### src/rtl/mem_march_ctrl.sv
// ---------------------------------------------------------------------------
// mem_march_ctrl
// Two-pass write/read-back self-test sequencer for a small synchronous RAM.
// Pass 0 writes ~addr to every location and reads it back; pass 1 does the
// same with addr. Read data is compared READ_LAT cycles after each read
// address is issued. Mismatches are counted (saturating) and the first
// failing location and pass are captured.
//
// Parameters:
//   AW       RAM address width (depth 2^AW)
//   DW       RAM data width
//   READ_LAT address-to-data-out latency of the RAM, 1..4
//
// Ports:
//   CLK       in   clock, rising edge
//   RST       in   synchronous reset, active-high
//   START     in   run request, sampled only in IDLE or DONE
//   MEM_ADR   out  RAM address
//   MEM_WEN   out  RAM write enable
//   MEM_DIN   out  RAM write data
//   MEM_DOUT  in   RAM read data
//   BUSY      out  test in progress
//   DONE      out  test complete, held until next START
//   PASS      out  DONE with zero errors
//   ERR_CNT   out  saturating mismatch count
//   FAIL_ADR  out  address of the first mismatch
//   FAIL_PASS out  pass of the first mismatch
// All outputs are registered.
// ---------------------------------------------------------------------------
module mem_march_ctrl #(
    parameter int AW       = 4,
    parameter int DW       = 4,
    parameter int READ_LAT = 1
) (
    input  logic          CLK,
    input  logic          RST,
    input  logic          START,
    output logic [AW-1:0] MEM_ADR,
    output logic          MEM_WEN,
    output logic [DW-1:0] MEM_DIN,
    input  logic [DW-1:0] MEM_DOUT,
    output logic          BUSY,
    output logic          DONE,
    output logic          PASS,
    output logic [AW+1:0] ERR_CNT,
    output logic [AW-1:0] FAIL_ADR,
    output logic          FAIL_PASS
);

    typedef enum logic [2:0] {
        S_IDLE  = 3'd0,
        S_WR0   = 3'd1,
        S_RD0   = 3'd2,
        S_WR1   = 3'd3,
        S_RD1   = 3'd4,
        S_DRAIN = 3'd5,
        S_DONE  = 3'd6
    } t_state;

    localparam logic [AW-1:0] ADR_LAST  = {AW{1'b1}};
    localparam logic [AW+1:0] ERR_MAX   = {(AW+2){1'b1}};
    localparam logic [2:0]    DRAIN_END = 3'(READ_LAT - 1);

    // Test pattern: pass 0 -> ~a, pass 1 -> a, zero-extended or truncated to DW.
    function automatic logic [DW-1:0] f_pattern(input logic [AW-1:0] a, input logic pass);
        logic [AW+DW-1:0] ext;
        ext = {{DW{1'b0}}, (pass ? a : ~a)};
        return ext[DW-1:0];
    endfunction

    t_state        r_state;
    t_state        w_state_nxt;
    logic [AW-1:0] r_adr;
    logic [AW-1:0] w_adr_nxt;
    logic [2:0]    r_dcnt;
    logic [2:0]    w_dcnt_nxt;
    logic          w_start_run;

    logic [AW-1:0] w_mem_adr_nxt;
    logic          w_mem_wen_nxt;
    logic [DW-1:0] w_mem_din_nxt;
    logic          w_busy_nxt;
    logic          w_done_nxt;
    logic          w_pass_nxt;
    logic [AW+1:0] w_err_nxt;
    logic [AW-1:0] w_fail_adr_nxt;
    logic          w_fail_pass_nxt;
    logic          w_mismatch;

    // Compare pipeline: one stage per cycle of RAM read latency.
    logic          r_pv [READ_LAT];
    logic [AW-1:0] r_pa [READ_LAT];
    logic [DW-1:0] r_pe [READ_LAT];
    logic          r_pp [READ_LAT];

    // FSM state, address counter and drain counter.
    always_ff @(posedge CLK) begin
        if (RST) begin
            r_state <= S_IDLE;
            r_adr   <= {AW{1'b0}};
            r_dcnt  <= 3'd0;
        end else begin
            r_state <= w_state_nxt;
            r_adr   <= w_adr_nxt;
            r_dcnt  <= w_dcnt_nxt;
        end
    end

    // Next-state, next address and start detection.
    always_comb begin
        w_state_nxt = r_state;
        w_adr_nxt   = r_adr;
        w_dcnt_nxt  = 3'd0;
        w_start_run = 1'b0;
        case (r_state)
            S_IDLE, S_DONE: begin
                if (START) begin
                    w_state_nxt = S_WR0;
                    w_adr_nxt   = {AW{1'b0}};
                    w_start_run = 1'b1;
                end else begin
                    w_state_nxt = r_state;
                end
            end
            S_WR0, S_RD0, S_WR1: begin
                if (r_adr == ADR_LAST) begin
                    w_adr_nxt = {AW{1'b0}};
                    case (r_state)
                        S_WR0:   w_state_nxt = S_RD0;
                        S_RD0:   w_state_nxt = S_WR1;
                        default: w_state_nxt = S_RD1;
                    endcase
                end else begin
                    w_adr_nxt = r_adr + {{(AW-1){1'b0}}, 1'b1};
                end
            end
            S_RD1: begin
                if (r_adr == ADR_LAST) begin
                    w_state_nxt = S_DRAIN;
                    w_adr_nxt   = {AW{1'b0}};
                end else begin
                    w_adr_nxt = r_adr + {{(AW-1){1'b0}}, 1'b1};
                end
            end
            S_DRAIN: begin
                // Hold for READ_LAT cycles so the last read's compare lands.
                if (r_dcnt == DRAIN_END) begin
                    w_state_nxt = S_DONE;
                end else begin
                    w_dcnt_nxt = r_dcnt + 3'd1;
                end
            end
            default: begin
                w_state_nxt = S_IDLE;
                w_adr_nxt   = {AW{1'b0}};
            end
        endcase
    end

    // Compare result and error bookkeeping for this cycle.
    always_comb begin
        w_mismatch      = r_pv[READ_LAT-1] && (MEM_DOUT != r_pe[READ_LAT-1]);
        w_err_nxt       = ERR_CNT;
        w_fail_adr_nxt  = FAIL_ADR;
        w_fail_pass_nxt = FAIL_PASS;
        if (w_start_run) begin
            w_err_nxt       = {(AW+2){1'b0}};
            w_fail_adr_nxt  = {AW{1'b0}};
            w_fail_pass_nxt = 1'b0;
        end else if (w_mismatch) begin
            if (ERR_CNT != ERR_MAX) begin
                w_err_nxt = ERR_CNT + {{(AW+1){1'b0}}, 1'b1};
            end else begin
                w_err_nxt = ERR_CNT;
            end
            if (ERR_CNT == {(AW+2){1'b0}}) begin
                w_fail_adr_nxt  = r_pa[READ_LAT-1];
                w_fail_pass_nxt = r_pp[READ_LAT-1];
            end else begin
                w_fail_adr_nxt  = FAIL_ADR;
                w_fail_pass_nxt = FAIL_PASS;
            end
        end else begin
            w_err_nxt = ERR_CNT;
        end
    end

    // Output values for the next cycle, decoded from the next state so that
    // every output can be a plain register.
    always_comb begin
        w_mem_adr_nxt = {AW{1'b0}};
        w_mem_wen_nxt = 1'b0;
        w_mem_din_nxt = {DW{1'b0}};
        w_busy_nxt    = 1'b0;
        w_done_nxt    = 1'b0;
        w_pass_nxt    = 1'b0;
        case (w_state_nxt)
            S_WR0: begin
                w_mem_adr_nxt = w_adr_nxt;
                w_mem_wen_nxt = 1'b1;
                w_mem_din_nxt = f_pattern(w_adr_nxt, 1'b0);
                w_busy_nxt    = 1'b1;
            end
            S_WR1: begin
                w_mem_adr_nxt = w_adr_nxt;
                w_mem_wen_nxt = 1'b1;
                w_mem_din_nxt = f_pattern(w_adr_nxt, 1'b1);
                w_busy_nxt    = 1'b1;
            end
            S_RD0, S_RD1: begin
                w_mem_adr_nxt = w_adr_nxt;
                w_busy_nxt    = 1'b1;
            end
            S_DRAIN: begin
                w_busy_nxt = 1'b1;
            end
            S_DONE: begin
                w_done_nxt = 1'b1;
                // Uses the count including this cycle's final compare.
                w_pass_nxt = (w_err_nxt == {(AW+2){1'b0}});
            end
            default: begin
                w_busy_nxt = 1'b0;
            end
        endcase
    end

    // Registered outputs and error capture.
    always_ff @(posedge CLK) begin
        if (RST) begin
            MEM_ADR   <= {AW{1'b0}};
            MEM_WEN   <= 1'b0;
            MEM_DIN   <= {DW{1'b0}};
            BUSY      <= 1'b0;
            DONE      <= 1'b0;
            PASS      <= 1'b0;
            ERR_CNT   <= {(AW+2){1'b0}};
            FAIL_ADR  <= {AW{1'b0}};
            FAIL_PASS <= 1'b0;
        end else begin
            MEM_ADR   <= w_mem_adr_nxt;
            MEM_WEN   <= w_mem_wen_nxt;
            MEM_DIN   <= w_mem_din_nxt;
            BUSY      <= w_busy_nxt;
            DONE      <= w_done_nxt;
            PASS      <= w_pass_nxt;
            ERR_CNT   <= w_err_nxt;
            FAIL_ADR  <= w_fail_adr_nxt;
            FAIL_PASS <= w_fail_pass_nxt;
        end
    end

    // Compare pipeline: a read issued this cycle enters stage 0 and reaches the
    // last stage exactly when its RAM data appears on MEM_DOUT.
    always_ff @(posedge CLK) begin
        if (RST) begin
            for (int i = 0; i < READ_LAT; i++) begin
                r_pv[i] <= 1'b0;
                r_pa[i] <= {AW{1'b0}};
                r_pe[i] <= {DW{1'b0}};
                r_pp[i] <= 1'b0;
            end
        end else begin
            r_pv[0] <= (r_state == S_RD0) || (r_state == S_RD1);
            r_pa[0] <= r_adr;
            r_pe[0] <= f_pattern(r_adr, (r_state == S_RD1));
            r_pp[0] <= (r_state == S_RD1);
            for (int i = 1; i < READ_LAT; i++) begin
                r_pv[i] <= r_pv[i-1];
                r_pa[i] <= r_pa[i-1];
                r_pe[i] <= r_pe[i-1];
                r_pp[i] <= r_pp[i-1];
            end
        end
    end

endmodule

### config.mk
export PLATFORM = sky130hd
export DESIGN_NAME = mem_march_ctrl
export DESIGN_NICKNAME = d
export VERILOG_FILES = /design/src/rtl/mem_march_ctrl.sv
export SDC_FILE = /design/constraint.sdc
export NUM_CORES = 1
export LEC_CHECK = 0
export CORE_AREA = 2 2 61 86
export CTS_BUF_LIST = sky130_fd_sc_hd__clkbuf_4 sky130_fd_sc_hd__clkbuf_8 sky130_fd_sc_hd__clkbuf_16
export DETAILED_ROUTE_END_ITERATION = 10
export DIE_AREA = 0 0 63 88
export PLACE_DENSITY = 0.66
export SETUP_SLACK_MARGIN = 0.05
export SLEW_MARGIN = 20
export SYNTH_ARGS = -nofsm -noshare
export SYNTH_HDL_FRONTEND = slang
export SYNTH_SLANG_ARGS = --single-unit
### constraint.sdc
create_clock -name CLK -period 1.9 [get_ports CLK]
set_input_delay 0.285 -clock CLK [delete_from_list [all_inputs] [get_ports CLK]]
set_output_delay 0.285 -clock CLK [all_outputs]
set_load 0.03 [all_outputs]
==> out/summary.txt <==
Kind of critical path -> flip-flop to flip-flop
Syn nets -> 246
Syn. warnings -> 0
IO Port Bufs -> 29
Worst Clk Skew -> 0.00510 ns
Clock Tree Buf Depth -> 2
H-tree Lvls -> 2
Status -> completed
Max-slew headroom at the worst pin -> 68.2%
Crit-path cells -> ha_1 -> buf_4 -> nand2b_1 -> a2111oi_1 -> o32a_1 -> xnor2_1 -> nor2_1
Startpoint types -> flip-flop
CTS buffer count -> 5
CP bufs+invs -> 1
First-pass GRT wire length -> 7.65 mm
Ys async rst share -> 0%
Max-cap violations -> 0
PwrDens -> 627 mW/mm²
Register bit count reported by yosys -> 43
Final setup viols -> 0
Sequential share of the synthesized area -> 41.7%
Chip width -> 63 µm
Top FF cell, synth -> dfxtp_1
Clk_lat worst skew -> 0.29 ns
Antenna cells -> 0
Crit-path slowest cell -> a2111oi_1
# DRC -> 0
Critical-path maximum fanout -> 7
Clk pin slew, worst setup/hold paths -> 0.08 ns
Nets -> 295
Largest delay contributor family on the critical path -> compound AO/OA/AOI/OAI gates
Critical Path AT -> 1.99 ns
Tmin final -> 1.80 ns
Number of flops mapped to enable cells by yosys -> 0
Peak VDD IR -> 0.000394 V
Post-Syn Area -> 0.00206 mm²
Share of layout cells above drive strength 1 -> 17.6%
Global route overflow -> 0
CTS tree -> yes
Share of the synthesized area in the top cell type -> 41.7%
Crit path depth -> 7
Fin crit share -> 94.7%
Fmax -> 556 MHz
Largest net degree at the start of global routing -> 19
Design area -> 0.00269 mm²
Pre-antenna DRT Iters -> 4
Initial core utilization -> 43.3%
Crit-path max cell delay -> 0.40 ns
RSZ-0062 raised after global routing -> yes
Clock sink total -> 43
Final wirelength -> 4.35 mm
Leakage power -> 0.00113 µW
CP endpoint kind -> flip-flop
Initial DRC count -> 69
Layout area overhead -> 30.1%
Final setup margin -> 0.101 ns
Most area-consuming cells after synthesis -> dfxtp_1, nor2_1, mux2i_1, xnor2_1, nor2b_1
Avg WL per Cell -> 12.5 µm
Count of final hold-check violations -> 0
Top-count cell post-synth -> dfxtp_1
Max-slew violations -> 0
Vias per cell -> 5.04
Via count -> 1755
Syn Area/Cell -> 8.82 µm²
Hold depth -> 1
Slew @ Worst Pin -> 0.472 ns
Gpl congestion -> 0.776
Distinct cells, synth -> 49
Synth area leader -> dfxtp_1
Post-route ant nets -> 0
Initial antenna violation count -> 0
Row Count -> 30
GRT Overall Usage -> 17.4%
Die area -> 0.00554 mm²
DP Worst Slack -> -0.326 ns
Vias in the first global route -> 1731
Worst EP required -> 2.10 ns
Worst min path class -> flip-flop to flip-flop
Die H -> 88 µm
Core area -> 0.00477 mm²
Placed Instance Area -> 0.00258 mm²
Most common library cells after synthesis -> dfxtp_1, nor2_1, nand2_1, nor2b_1, xnor2_1
Worst Reg-to-Reg Cells -> 7
Synth Instances -> 234
Num ports -> 30
HPWL Detailed -> 3.28 mm
CTS Root Cell -> clkbuf_8
-- where the power goes --
group	switching, µW	internal [µW]
registers	10.9	922
logic	95.6	81.2
clock network	318	256
-- routing by layer --
layer  up-vias  wire length, µm  track usage (%)
li1        885                -                -
met1       830             1800             18.7
met2        30             2290             31.9
met3        10              139             3.86
met4         0              124             8.69
met5         -                0                0
-- sequential cells by signal, summed over array words and instances (netlist names), 3 cells and up --
register	count
MEM_ADR	4
FAIL_ADR	4
r_adr	4
ERR_CNT	6
r_pa	4
r_pe	4
MEM_DIN	4
r_state	3
r_dcnt	3
-- metrics by stage --
stage / util [%] / setup TNS (ns) / hold WS [ns] / instances / total power (µW)
floorplan: - / 0 / 0.386 / 234 / 1050
global placement: 54.1 / -2.15 / 0.435 / 340 / 1130
detailed placement: 54.1 / -2.90 / 0.445 / 340 / 1130
CTS: 56.0 / 0 / 0.465 / 348 / 1700
global route: 56.4 / -0.0346 / 0.495 / 348 / 1760
finish: 56.4 / 0 / 0.461 / 348 / 1680
-- cell usage in the layout (no fill, tap or decap), types with 2 or more instances in the layout --
cell type,count
and3_1,5
dlymetal6s2s_1,2
nor3b_1,2
nor3_1,6
a22o_1,2
clkinvlp_4,2
nor2_1,38
nor2b_1,11
nand2_1,11
clkbuf_8,5
buf_4,29
mux2i_1,9
xor2_1,5
xnor2_1,10
a21o_1,2
mux2_2,2
nand2b_1,6
or2_2,2
a21oi_1,4
clkdlybuf4s50_1,27
a211oi_1,2
o21ai_0,9
ha_1,5
nand3_1,8
a22oi_1,2
a31o_2,2
dfxtp_1,42
inv_1,9
-- timing repair --
action / 4_1_cts / 5_1_grt
cloned: 0 / 0
pin swaps: 0 / 0
buffers inserted: 0 / 0
endpoints found under the setup margin: 5 / 14
hold buffers: 0 / 0
resized for setup: 1 / 5
hold endpoints to repair: 0 / 0
-- final cells by class --
type / instances / area (µm²)
fill: 474 / 2080
multi-input combinational: 166 / 1110
sequential: 43 / 862
timing repair buffer: 58 / 513
tap: 64 / 80.1
clock buffer: 5 / 68.8
inverter: 9 / 33.8
clock inverter: 3 / 20.0
-- kinds of logic (layout without fill, tap and decap cells) --
group / Yosys count / after routing / synth area share (%)
and+or+nand+nor: 99 / 99 / 24.1
adders and majority gates: 5 / 5 / 3.03
buffers and inverters: 25 / 75 / 5.21
DFF: 43 / 43 / 41.7
xor gates and xnor gates: 16 / 16 / 6.79
muxes: 11 / 11 / 5.45
AOI/OAI and AO/OA: 35 / 35 / 13.7
-- worst paths after layout --
path	start	endpoint	slack, ns
setup / recovery	r_adr[0]	MEM_DIN[2]	0.10
hold reg to reg	r_dcnt[0]	r_dcnt[0]	0.46
hold / removal	r_dcnt[0]	r_dcnt[0]	0.46
setup reg to reg	r_adr[0]	MEM_DIN[2]	0.10
Note: power is estimated with default switching activity, not from simulation.
